--- src/rtl/sim_memory_lsu_pkg.sv ---
// Shared definitions for the load/store adapter in front of sim_memory_model:
// order codes, read-tag layout, lane mask/shift and read-extract helpers.
package sim_memory_lsu_pkg;

    localparam logic [1:0] ORDER_BYTE  = 2'h0;
    localparam logic [1:0] ORDER_HWORD = 2'h1;
    localparam logic [1:0] ORDER_WORD  = 2'h2;
    localparam logic [1:0] ORDER_NONE  = 2'h3;

    localparam int TAG_W = 6;

    typedef struct packed {
        logic [2:0] addr;
        logic [1:0] order;
        logic       sgn;
    } tag_t;

    function automatic logic is_aligned(input logic [1:0] order, input logic [1:0] k);
        case (order)
            ORDER_BYTE:  is_aligned = 1'b1;
            ORDER_HWORD: is_aligned = (k[0] == 1'b0);
            ORDER_WORD:  is_aligned = (k == 2'b00);
            default:     is_aligned = 1'b0;
        endcase
    endfunction

    function automatic logic [3:0] lane_mask(input logic [1:0] order, input logic [1:0] k);
        case (order)
            ORDER_BYTE:  lane_mask = 4'b0001 << k;
            ORDER_HWORD: lane_mask = 4'b0011 << k;
            ORDER_WORD:  lane_mask = 4'b1111;
            default:     lane_mask = 4'b0000;
        endcase
    endfunction

    function automatic logic [31:0] lane_wdata(input logic [1:0] order, input logic [1:0] k,
                                               input logic [31:0] data);
        case (order)
            ORDER_BYTE:  lane_wdata = {24'h0, data[7:0]} << {k, 3'b000};
            ORDER_HWORD: lane_wdata = {16'h0, data[15:0]} << {k, 3'b000};
            ORDER_WORD:  lane_wdata = data;
            default:     lane_wdata = 32'h0;
        endcase
    endfunction

    // Picks the 32-bit half by addr[2], then right-justifies the addressed bytes.
    function automatic logic [31:0] extract(input logic [63:0] line, input tag_t tag);
        logic [31:0] lane;
        logic [31:0] sh;
        lane = tag.addr[2] ? line[63:32] : line[31:0];
        sh   = lane >> {tag.addr[1:0], 3'b000};
        case (tag.order)
            ORDER_BYTE:  extract = {{24{tag.sgn & sh[7]}}, sh[7:0]};
            ORDER_HWORD: extract = {{16{tag.sgn & sh[15]}}, sh[15:0]};
            default:     extract = sh;
        endcase
    endfunction

endpackage

--- src/rtl/sim_memory_tag_fifo.sv ---
// Synchronous FIFO holding the tags of outstanding reads; push and pop may
// happen in the same cycle.
module sim_memory_tag_fifo
    import sim_memory_lsu_pkg::*;
#(
    parameter int P_DEPTH   = 8,
    parameter int P_DEPTH_N = 3
) (
    input  logic                 iCLOCK,
    input  logic                 iRESET,
    input  logic                 iPUSH,
    input  logic [TAG_W-1:0]     iDATA,
    input  logic                 iPOP,
    output logic [TAG_W-1:0]     oDATA,
    output logic                 oFULL,
    output logic                 oEMPTY,
    output logic [P_DEPTH_N:0]   oCOUNT
);

    localparam logic [P_DEPTH_N:0] LP_FULL = (P_DEPTH_N+1)'(P_DEPTH);

    logic [TAG_W-1:0]     r_mem [P_DEPTH];
    logic [P_DEPTH_N-1:0] r_wr_ptr;
    logic [P_DEPTH_N-1:0] r_rd_ptr;
    logic [P_DEPTH_N:0]   r_count;

    always_ff @(posedge iCLOCK) begin
        if (iPUSH) begin
            r_mem[r_wr_ptr] <= iDATA;
        end
    end

    // Depth is a power of two, so the pointers wrap by plain overflow.
    always_ff @(posedge iCLOCK or posedge iRESET) begin
        if (iRESET) begin
            r_wr_ptr <= '0;
            r_rd_ptr <= '0;
            r_count  <= '0;
        end else begin
            if (iPUSH) r_wr_ptr <= r_wr_ptr + 1'b1;
            if (iPOP)  r_rd_ptr <= r_rd_ptr + 1'b1;
            case ({iPUSH, iPOP})
                2'b10:   r_count <= r_count + 1'b1;
                2'b01:   r_count <= r_count - 1'b1;
                default: r_count <= r_count;
            endcase
        end
    end

    assign oDATA  = r_mem[r_rd_ptr];
    assign oFULL  = (r_count == LP_FULL);
    assign oEMPTY = (r_count == '0);
    assign oCOUNT = r_count;

endmodule

--- src/rtl/sim_memory_lsu_adapter.sv ---
// Load/store adapter: lane-shifts requests into sim_memory_model and extracts,
// extends and registers returned read data in issue order.
module sim_memory_lsu_adapter
    import sim_memory_lsu_pkg::*;
#(
    parameter int P_TAG_DEPTH   = 8,
    parameter int P_TAG_DEPTH_N = 3
) (
    input  logic        iCLOCK,
    input  logic        iRESET,
    input  logic        iREQ_VALID,
    output logic        oREQ_LOCK,
    input  logic [1:0]  iREQ_ORDER,
    input  logic        iREQ_RW,
    input  logic        iREQ_SIGNED,
    input  logic [25:0] iREQ_ADDR,
    input  logic [31:0] iREQ_DATA,
    output logic        oREQ_ERR,
    output logic        oMEMORY_REQ,
    input  logic        iMEMORY_LOCK,
    output logic [1:0]  oMEMORY_ORDER,
    output logic [3:0]  oMEMORY_MASK,
    output logic        oMEMORY_RW,
    output logic [25:0] oMEMORY_ADDR,
    output logic [31:0] oMEMORY_DATA,
    input  logic        iMEMORY_VALID,
    output logic        oMEMORY_LOCK,
    input  logic [63:0] iMEMORY_DATA,
    output logic        oRD_VALID,
    input  logic        iRD_LOCK,
    output logic [31:0] oRD_DATA,
    output logic        oPROTO_ERR
);

    localparam logic [P_TAG_DEPTH_N:0] LP_TAG_MAX = (P_TAG_DEPTH_N+1)'(P_TAG_DEPTH);

    // Handshake: a transfer happens on any cycle where valid=1 and lock=0; a
    // producer facing lock=1 keeps its request steady and retries next cycle.
    logic                   w_accept;
    logic                   w_aligned;
    logic                   w_push;
    logic                   w_pop;
    logic                   w_tag_full;
    logic                   w_tag_empty;
    logic [P_TAG_DEPTH_N:0] w_tag_count;
    tag_t                   w_push_tag;
    tag_t                   w_head_tag;

    logic                   r_req_err;
    logic                   r_proto_err;
    logic                   r_rd_valid;
    logic [31:0]            r_rd_data;

    assign oREQ_LOCK   = iMEMORY_LOCK || w_tag_full;
    assign w_accept    = iREQ_VALID && !oREQ_LOCK;
    assign w_aligned   = is_aligned(iREQ_ORDER, iREQ_ADDR[1:0]);
    assign oMEMORY_REQ = w_accept && w_aligned;

    assign oMEMORY_ORDER = iREQ_ORDER;
    assign oMEMORY_RW    = iREQ_RW;
    assign oMEMORY_ADDR  = iREQ_ADDR;
    assign oMEMORY_MASK  = lane_mask(iREQ_ORDER, iREQ_ADDR[1:0]);
    assign oMEMORY_DATA  = lane_wdata(iREQ_ORDER, iREQ_ADDR[1:0], iREQ_DATA);

    assign w_push_tag = '{addr: iREQ_ADDR[2:0], order: iREQ_ORDER, sgn: iREQ_SIGNED};
    assign w_push     = oMEMORY_REQ && !iREQ_RW;
    // A response with no tag outstanding is a protocol error and is discarded.
    assign w_pop      = iMEMORY_VALID && !w_tag_empty;

    sim_memory_tag_fifo #(
        .P_DEPTH   (P_TAG_DEPTH),
        .P_DEPTH_N (P_TAG_DEPTH_N)
    ) u_tag_fifo (
        .iCLOCK (iCLOCK),
        .iRESET (iRESET),
        .iPUSH  (w_push),
        .iDATA  (w_push_tag),
        .iPOP   (w_pop),
        .oDATA  (w_head_tag),
        .oFULL  (w_tag_full),
        .oEMPTY (w_tag_empty),
        .oCOUNT (w_tag_count)
    );

    always_ff @(posedge iCLOCK or posedge iRESET) begin
        if (iRESET) begin
            r_req_err   <= 1'b0;
            r_proto_err <= 1'b0;
            r_rd_valid  <= 1'b0;
            r_rd_data   <= 32'h0;
        end else begin
            r_req_err   <= w_accept && !w_aligned;
            r_proto_err <= r_proto_err || (iMEMORY_VALID && w_tag_empty);
            if (w_pop) begin
                r_rd_valid <= 1'b1;
                r_rd_data  <= extract(iMEMORY_DATA, w_head_tag);
            end else if (!iRD_LOCK) begin
                r_rd_valid <= 1'b0;
            end
        end
    end

    assign oREQ_ERR     = r_req_err;
    assign oPROTO_ERR   = r_proto_err;
    assign oRD_VALID    = r_rd_valid;
    assign oRD_DATA     = r_rd_data;
    assign oMEMORY_LOCK = r_rd_valid && iRD_LOCK;

    tag_count_bound: assert property (@(posedge iCLOCK) disable iff (iRESET)
        w_tag_count <= LP_TAG_MAX);

endmodule

--- config.mk ---
export PLATFORM = sky130hd
export DESIGN_NAME = sim_memory_lsu_adapter
export DESIGN_NICKNAME = d
export VERILOG_FILES = /design/src/rtl/sim_memory_lsu_pkg.sv /design/src/rtl/sim_memory_tag_fifo.sv /design/src/rtl/sim_memory_lsu_adapter.sv
export SDC_FILE = /design/constraint.sdc
export NUM_CORES = 1
export LEC_CHECK = 0
export ABC_CLOCK_PERIOD_IN_PS = 3380
export BUFFER_PORTS_ARGS = -buffer_cell sky130_fd_sc_hd__buf_2
export CAP_MARGIN = 15
export CORE_MARGIN = 8
export CORE_UTILIZATION = 49
export CTS_CLUSTER_SIZE = 25
export DETAILED_ROUTE_END_ITERATION = 6
export PLACE_DENSITY = 0.84
export SLEW_MARGIN = 20
export SYNTH_ARGS = -nofsm -noshare
export SYNTH_HDL_FRONTEND = slang
export SYNTH_SLANG_ARGS = --single-unit
--- constraint.sdc ---
create_clock -name iCLOCK -period 3.38 [get_ports iCLOCK]
set_input_delay 0.338 -clock iCLOCK [delete_from_list [all_inputs] [get_ports iCLOCK]]
set_output_delay 0.338 -clock iCLOCK [all_outputs]
set_load 0.03 [all_outputs]
# After elaboration in Yosys (flattened, before gate mapping)
# Memories as Yosys holds them, arrays and structs flattened.
# Cells that the tools add are included.
[op_classes]
mux = 10
n_bitwise = 3
n_addsub = 4
div_mod_pow = 0
multipliers = 0
eq_ne = 7
n_shift = 5
order_cmp = 0
n_reduce_logical = 18
[ops]
columns = ["operator", "n"]
rows = [
  ["32-bit case mux with 3 select lines", 1],
  ["32-bit case mux with 2 select lines", 1],
  ["32-bit two-way mux", 1],
  ["16-bit by 5-bit left shift with 32-bit output", 1],
  ["8-bit by 5-bit left shift with 32-bit output", 1],
  ["32-bit by 5-bit >> shifter with 32-bit output", 1],
  ["4-bit case mux with 3 select lines", 1],
  ["4-bit case mux with 2 select lines", 1],
  ["1-bit logical AND", 7],
  ["3-bit by 1-bit adder with 3-bit output, second input constant", 2],
  ["2-bit by 1-bit == test with 1-bit output, second input constant", 3],
  ["2-bit logical NOT", 3],
  ["4-bit by 1-bit adder with 4-bit output, second input constant", 1],
  ["2-bit == test, second input constant", 2],
  ["4-bit == test, second input constant", 1],
  ["1-bit logical NOT", 4],
  ["4-bit logical NOT", 1],
  ["1-bit two-way mux", 4],
  ["1-bit by 2-bit left shift with 4-bit output, first input constant", 1],
  ["2-bit by 2-bit left shift with 4-bit output, first input constant", 1],
  ["4-bit by 1-bit subtractor with 4-bit output, second input constant", 1],
  ["1-bit case mux with 3 select lines", 1],
  ["1-bit AND", 2],
  ["1-bit logical OR", 2],
  ["3 further kinds", 3],
]
[word_totals]
regBits = 45
mem_bits_rw = 48
memories = 1
latch_bits = 0
out_inout_bits = 103
wordCells = 55
romBits = 0
[memory_table]
columns = ["memory", "depth", "word_bits", "rd", "rd_clocked_by_memory_dff", "write_ports", "line_no", "text"]
rows = [
  ["u_tag_fifo.r_mem", 8, 6, 1, 0, 1, "sim_memory_tag_fifo.sv:22", "logic [TAG_W-1:0] r_mem [P_DEPTH];"],
]

# Longest topological paths before layout
[depth]
ltp_word = 8
mapped_depth = 13

# Modules after synthesis
# Synthesis repeated with hierarchy kept, for this count alone.
[hier_totals]
cells_unflattened = 499
hier_area_um2 = 5544.1
[by_module_without_submodules]
columns = ["module", "n_inst", "cells_each", "area_per_inst_um2", "seq_area_each_um2"]
rows = [
  ["sim_memory_lsu_adapter", 1, 369, 3083.0, 875.8],
  ["sim_memory_tag_fifo", 1, 130, 2461.1, 1691.6],
]

# Least setup slack after synthesis
# OpenSTA, ideal clock, no wires.
[synth_timing]
path_type = "register to register"
from = "reg u_tag_fifo.r_rd_ptr[0]"
to = "reg r_rd_data[23], in the netlist oRD_DATA[23]"
setup_ns = 0.121
setup_slack_ns = 0.670
required_ns = 3.259
path_buffers = 1
t_arrival_ns = 2.589
path_stages_with_launch = 9
synth_period_minus_slack_ns = 2.710
path_cell_list = "dfrtp_1 > buf_4 > mux4_2 > mux2i_4 > mux2_2 > and3_4 > o31ai_4 > o211ai_4 > o22a_1"
[synth_between]
elab_chain_len = 5
word_cells_on_any_way = 8
[synth_rtl]
columns = ["element", "line_no", "text"]
rows = [
  ["start, declared", "sim_memory_tag_fifo.sv:24", "logic [P_DEPTH_N-1:0] r_rd_ptr;"],
  ["start signal, assigned", "sim_memory_tag_fifo.sv:41", "if (iPOP) r_rd_ptr <= r_rd_ptr + 1'b1;"],
  ["memory read 8 x 6 bit (*)", "n/a", ""],
  ["32-bit two-way mux", "sim_memory_lsu_pkg.sv:50", "lane = tag.addr[2] ? line[63:32] : line[31:0];"],
  ["32-bit by 5-bit >> shifter with 32-bit output", "sim_memory_lsu_pkg.sv:51", "sh = lane >> {tag.addr[1:0], 3'b000};"],
  ["1-bit AND (on tied branches)", "sim_memory_lsu_pkg.sv:54, sim_memory_lsu_pkg.sv:53", ""],
  ["32-bit case mux with 2 select lines (*)", "sim_memory_lsu_pkg.sv:52", "case (tag.order)"],
  ["end signal, assigned", "sim_memory_lsu_adapter.sv:96", "r_rd_data <= extract(iMEMORY_DATA, w_head_tag);"],
  ["end, declared", "sim_memory_lsu_adapter.sv:52", "logic [31:0] r_rd_data;"],
]
# Mark *: on every way between the ends. The rest lies on a longest branch, timed or not.
# A chain may end at the register's enable or synchronous reset.

# Worst setup path after layout
[layout_timing]
from = "reg u_tag_fifo.r_rd_ptr[1]"
to = "reg r_rd_data[19], in the netlist oRD_DATA[19]"
# The elaborated chain is that of the path after synthesis.

==> results.md <==
- Vias/cell: 5.755
- Drc violations: 0
- Die W: 122.5 µm
- Crit path max-delay family: multiplexers
- CTS root buf: clkbuf_16
- Synthesized cell area: 5559 µm²
- Commonest non-fill, non-tap cells in the layout: buf_2, mux2i_1, nand2_1
- Post-Syn Instances: 523
- # IOs: 235
- Finish-stage setup viols: 0
- Critical path depth: 7
- Core area: 11220 µm²
- Async SR Flop Fraction: 0.4839
- CP startpoint kind: flip-flop
- Worst skew pair latency: 0.34 ns
- NumNets Final: 814
- CTS tree: built
- Crit share post-route: 0.8867
- Reg clk slew, reported paths: 0.07 ns
- WP buf/inv: 0
- Commonest non-fill, non-tap cell in the layout: buf_2
- Slew HR: 0.4643
- HP Class: primary input to asynchronous set/reset pin
- CP arrival: 3.27 ns
- Clock sink count: 93
- Worst setup path class: flip-flop to flip-flop
- Reg2reg path depth: 7
- Routed WL per cell: 19.99 µm
- GRT Max-Usage Layer: met2
- Number of global-route vias before repair: 5057
- Highest-delay cell along the critical path: dfrtp_1
- Max stage delay on crit path: 0.77 ns
- CTS-repair resized insts: 0
- Met2 Use GR: 0.3785
- Hold Buf Count CTS: 0
- Synth Net Count: 660
- Required @ worst endpoint: 3.66 ns
- I/O Buffers: 188
- CTS max path bufs: 2
- RSZ-0062 raised after global routing: no
- H-tree depth: 3
- Final Skew: 0.007374 ns
- Die area: 15010 µm²
- Area growth syn-to-layout: 20.91%
- RR Startpoint: u_tag_fifo.r_rd_ptr[1]
- Post-synth EDFFs: 48
- Placed Area: 6436 µm²
- Post-route ant nets: 0
- Max Fclk: 333.7 MHz
- Initial Util: 0.4953
- DRT iter0 DRCs: 340
- Sequential area share after synthesis: 0.4619
- Period minus WS final: 2.997 ns
- DR pass1 iterations: 5
- Global route overflow: 0
- Tightest Pin Transition: 0.8035 ns
- Pwr per Cell Area: 919.6 nW/µm²
- Post-DP HPWL: 12890 µm
- Lkg Pwr: 3.054 nW
- Met1 Use GR: 0.2402
- Layout cell share with drive strength beyond 1: 0.3622
- Yosys reg bits: 93
- Max FO, Critical Path: 15
- Largest net degree at the start of global routing: 47
- CP Capture Type: flip-flop
- CTS Buf Count: 9
- Synth Flop Type: edfxtp_1
- Final hold violations: 0
- Initial antenna violation count: 0
- M3 GR Usage: 0.06716
- Setup TNS: 0 ns
- Antenna cells: 0
- First-pass GRT wire length: 25700 µm
- Worst vdd ir: 0.0005124 V
- Reg-to-reg slack, setup: 0.38 ns
- Yosys cell types: 48
- Die Span Y: 122.5 µm
- Synth Warn #: 0
- Via count: 4748
- Status: complete, no violations
- Design area: 6721 µm²
- Total routed wirelength: 16490 µm
- Post-CTS Setup Bufs: 0
- RR Endpoint: oRD_DATA[19]
- Mean post-synth cell area: 10.63 µm²
- GRT Util Overall: 0.2195
- Rows: 39
- Final Max Slew Viols: 0
- Critical path, cell by cell: mux4_2, mux2i_1, nor2_1, nand3_1, nand4_2, o21ai_2, o22a_1
- Max-Cap Viols: 0
- GP Congestion: 0.9407
per-layer routing:
layer  share of wire  vias up
met2            0.49      273
met1            0.37     2243
met5               0        -
met3           0.099       44
met4           0.036        0
li1                -     2188
how the worst max path moves through the flow:
stage                                start              endpoint  slack (ns)
floorplan           u_tag_fifo.r_rd_ptr[0]          oRD_DATA[23]        0.67
global placement    u_tag_fifo.r_rd_ptr[1]          oRD_DATA[24]        0.54
detailed placement  u_tag_fifo.r_rd_ptr[1]          oRD_DATA[20]        0.41
CTS                 u_tag_fifo.r_rd_ptr[1]          oRD_DATA[19]        0.38
global route          u_tag_fifo.oCOUNT[1]  u_tag_fifo.oCOUNT[3]        0.04
finish              u_tag_fifo.r_rd_ptr[1]          oRD_DATA[19]        0.38
synthesized netlist by cell type (all sizes together) (8+ instances only):
cell | count | area, µm²
o21ai | 30 | 153.9
nor3 | 8 | 40.04
a22oi | 16 | 130.1
nor2b | 14 | 87.58
dfrtp | 45 | 1126
nor2 | 50 | 187.7
mux2i | 66 | 673.1
clkbuf | 17 | 63.81
a21oi | 14 | 70.07
edfxtp | 48 | 1441
mux4 | 10 | 225.2
o22a | 24 | 210.2
buf | 42 | 291.5
nand2 | 64 | 240.2
a31oi | 8 | 50.05
power by group:
part | internal [W] | switching, W | leakage, nW
sequential | 0.00148 | 0.000243 | 0.959
combinational | 0.00136 | 0.00214 | 1.96
clock | 0.000513 | 0.000445 | 0.133
worst register-to-register path, delay by kind of cell (launching register included):
| family | cells | cell delay [ns] |
|---|---|---|
| AOI/OAI and AO/OA | 2 | 0.86 |
| DFF | 1 | 0.77 |
| and+or+nand+nor | 3 | 0.41 |
| muxes | 2 | 0.90 |
registers in the layout (all words and copies together), names as in the netlist:
register	count
u_tag_fifo.r_wr_ptr	3
oREQ_ERR	1
oPROTO_ERR	1
u_tag_fifo.r_mem	48
u_tag_fifo.r_rd_ptr	3
u_tag_fifo.oCOUNT	4
oRD_VALID	1
oRD_DATA	32
metrics by stage:
stage               hold slack, ns  std cells  power, W  setup WS, ns    util
floorplan                   0.4369        523  0.004391        0.6697       -
global placement            0.4351        809  0.005097        0.5369  0.5735
detailed placement          0.4392        809  0.005249        0.4051  0.5735
CTS                         0.2069        825  0.006211        0.3790  0.5988
global route                0.1972        825  0.006555       0.04013  0.5989
finish                      0.1148        825  0.006181        0.3830  0.5989
final cells by class:
type,instances,area (µm²)
inverter,7,27.53
multi-input combinational,364,2618
tap,143,178.9
fill,885,4502
clock buffer,10,229.0
timing repair buffer,202,1046
sequential,93,2567
clock inverter,6,55.05
logic make-up (layout without fill, tap and decap cells):
logic type | Yosys count | in the layout | synth area share
xor+xnor | 9 | 9 | 0.01418
simple gates | 163 | 163 | 0.1330
compound gates | 105 | 105 | 0.1373
mux | 82 | 82 | 0.1738
fa+ha+maj | 5 | 5 | 0.01125
buf+inv | 66 | 225 | 0.06865
flops | 93 | 93 | 0.4618
(Power assumes the default switching activity.)
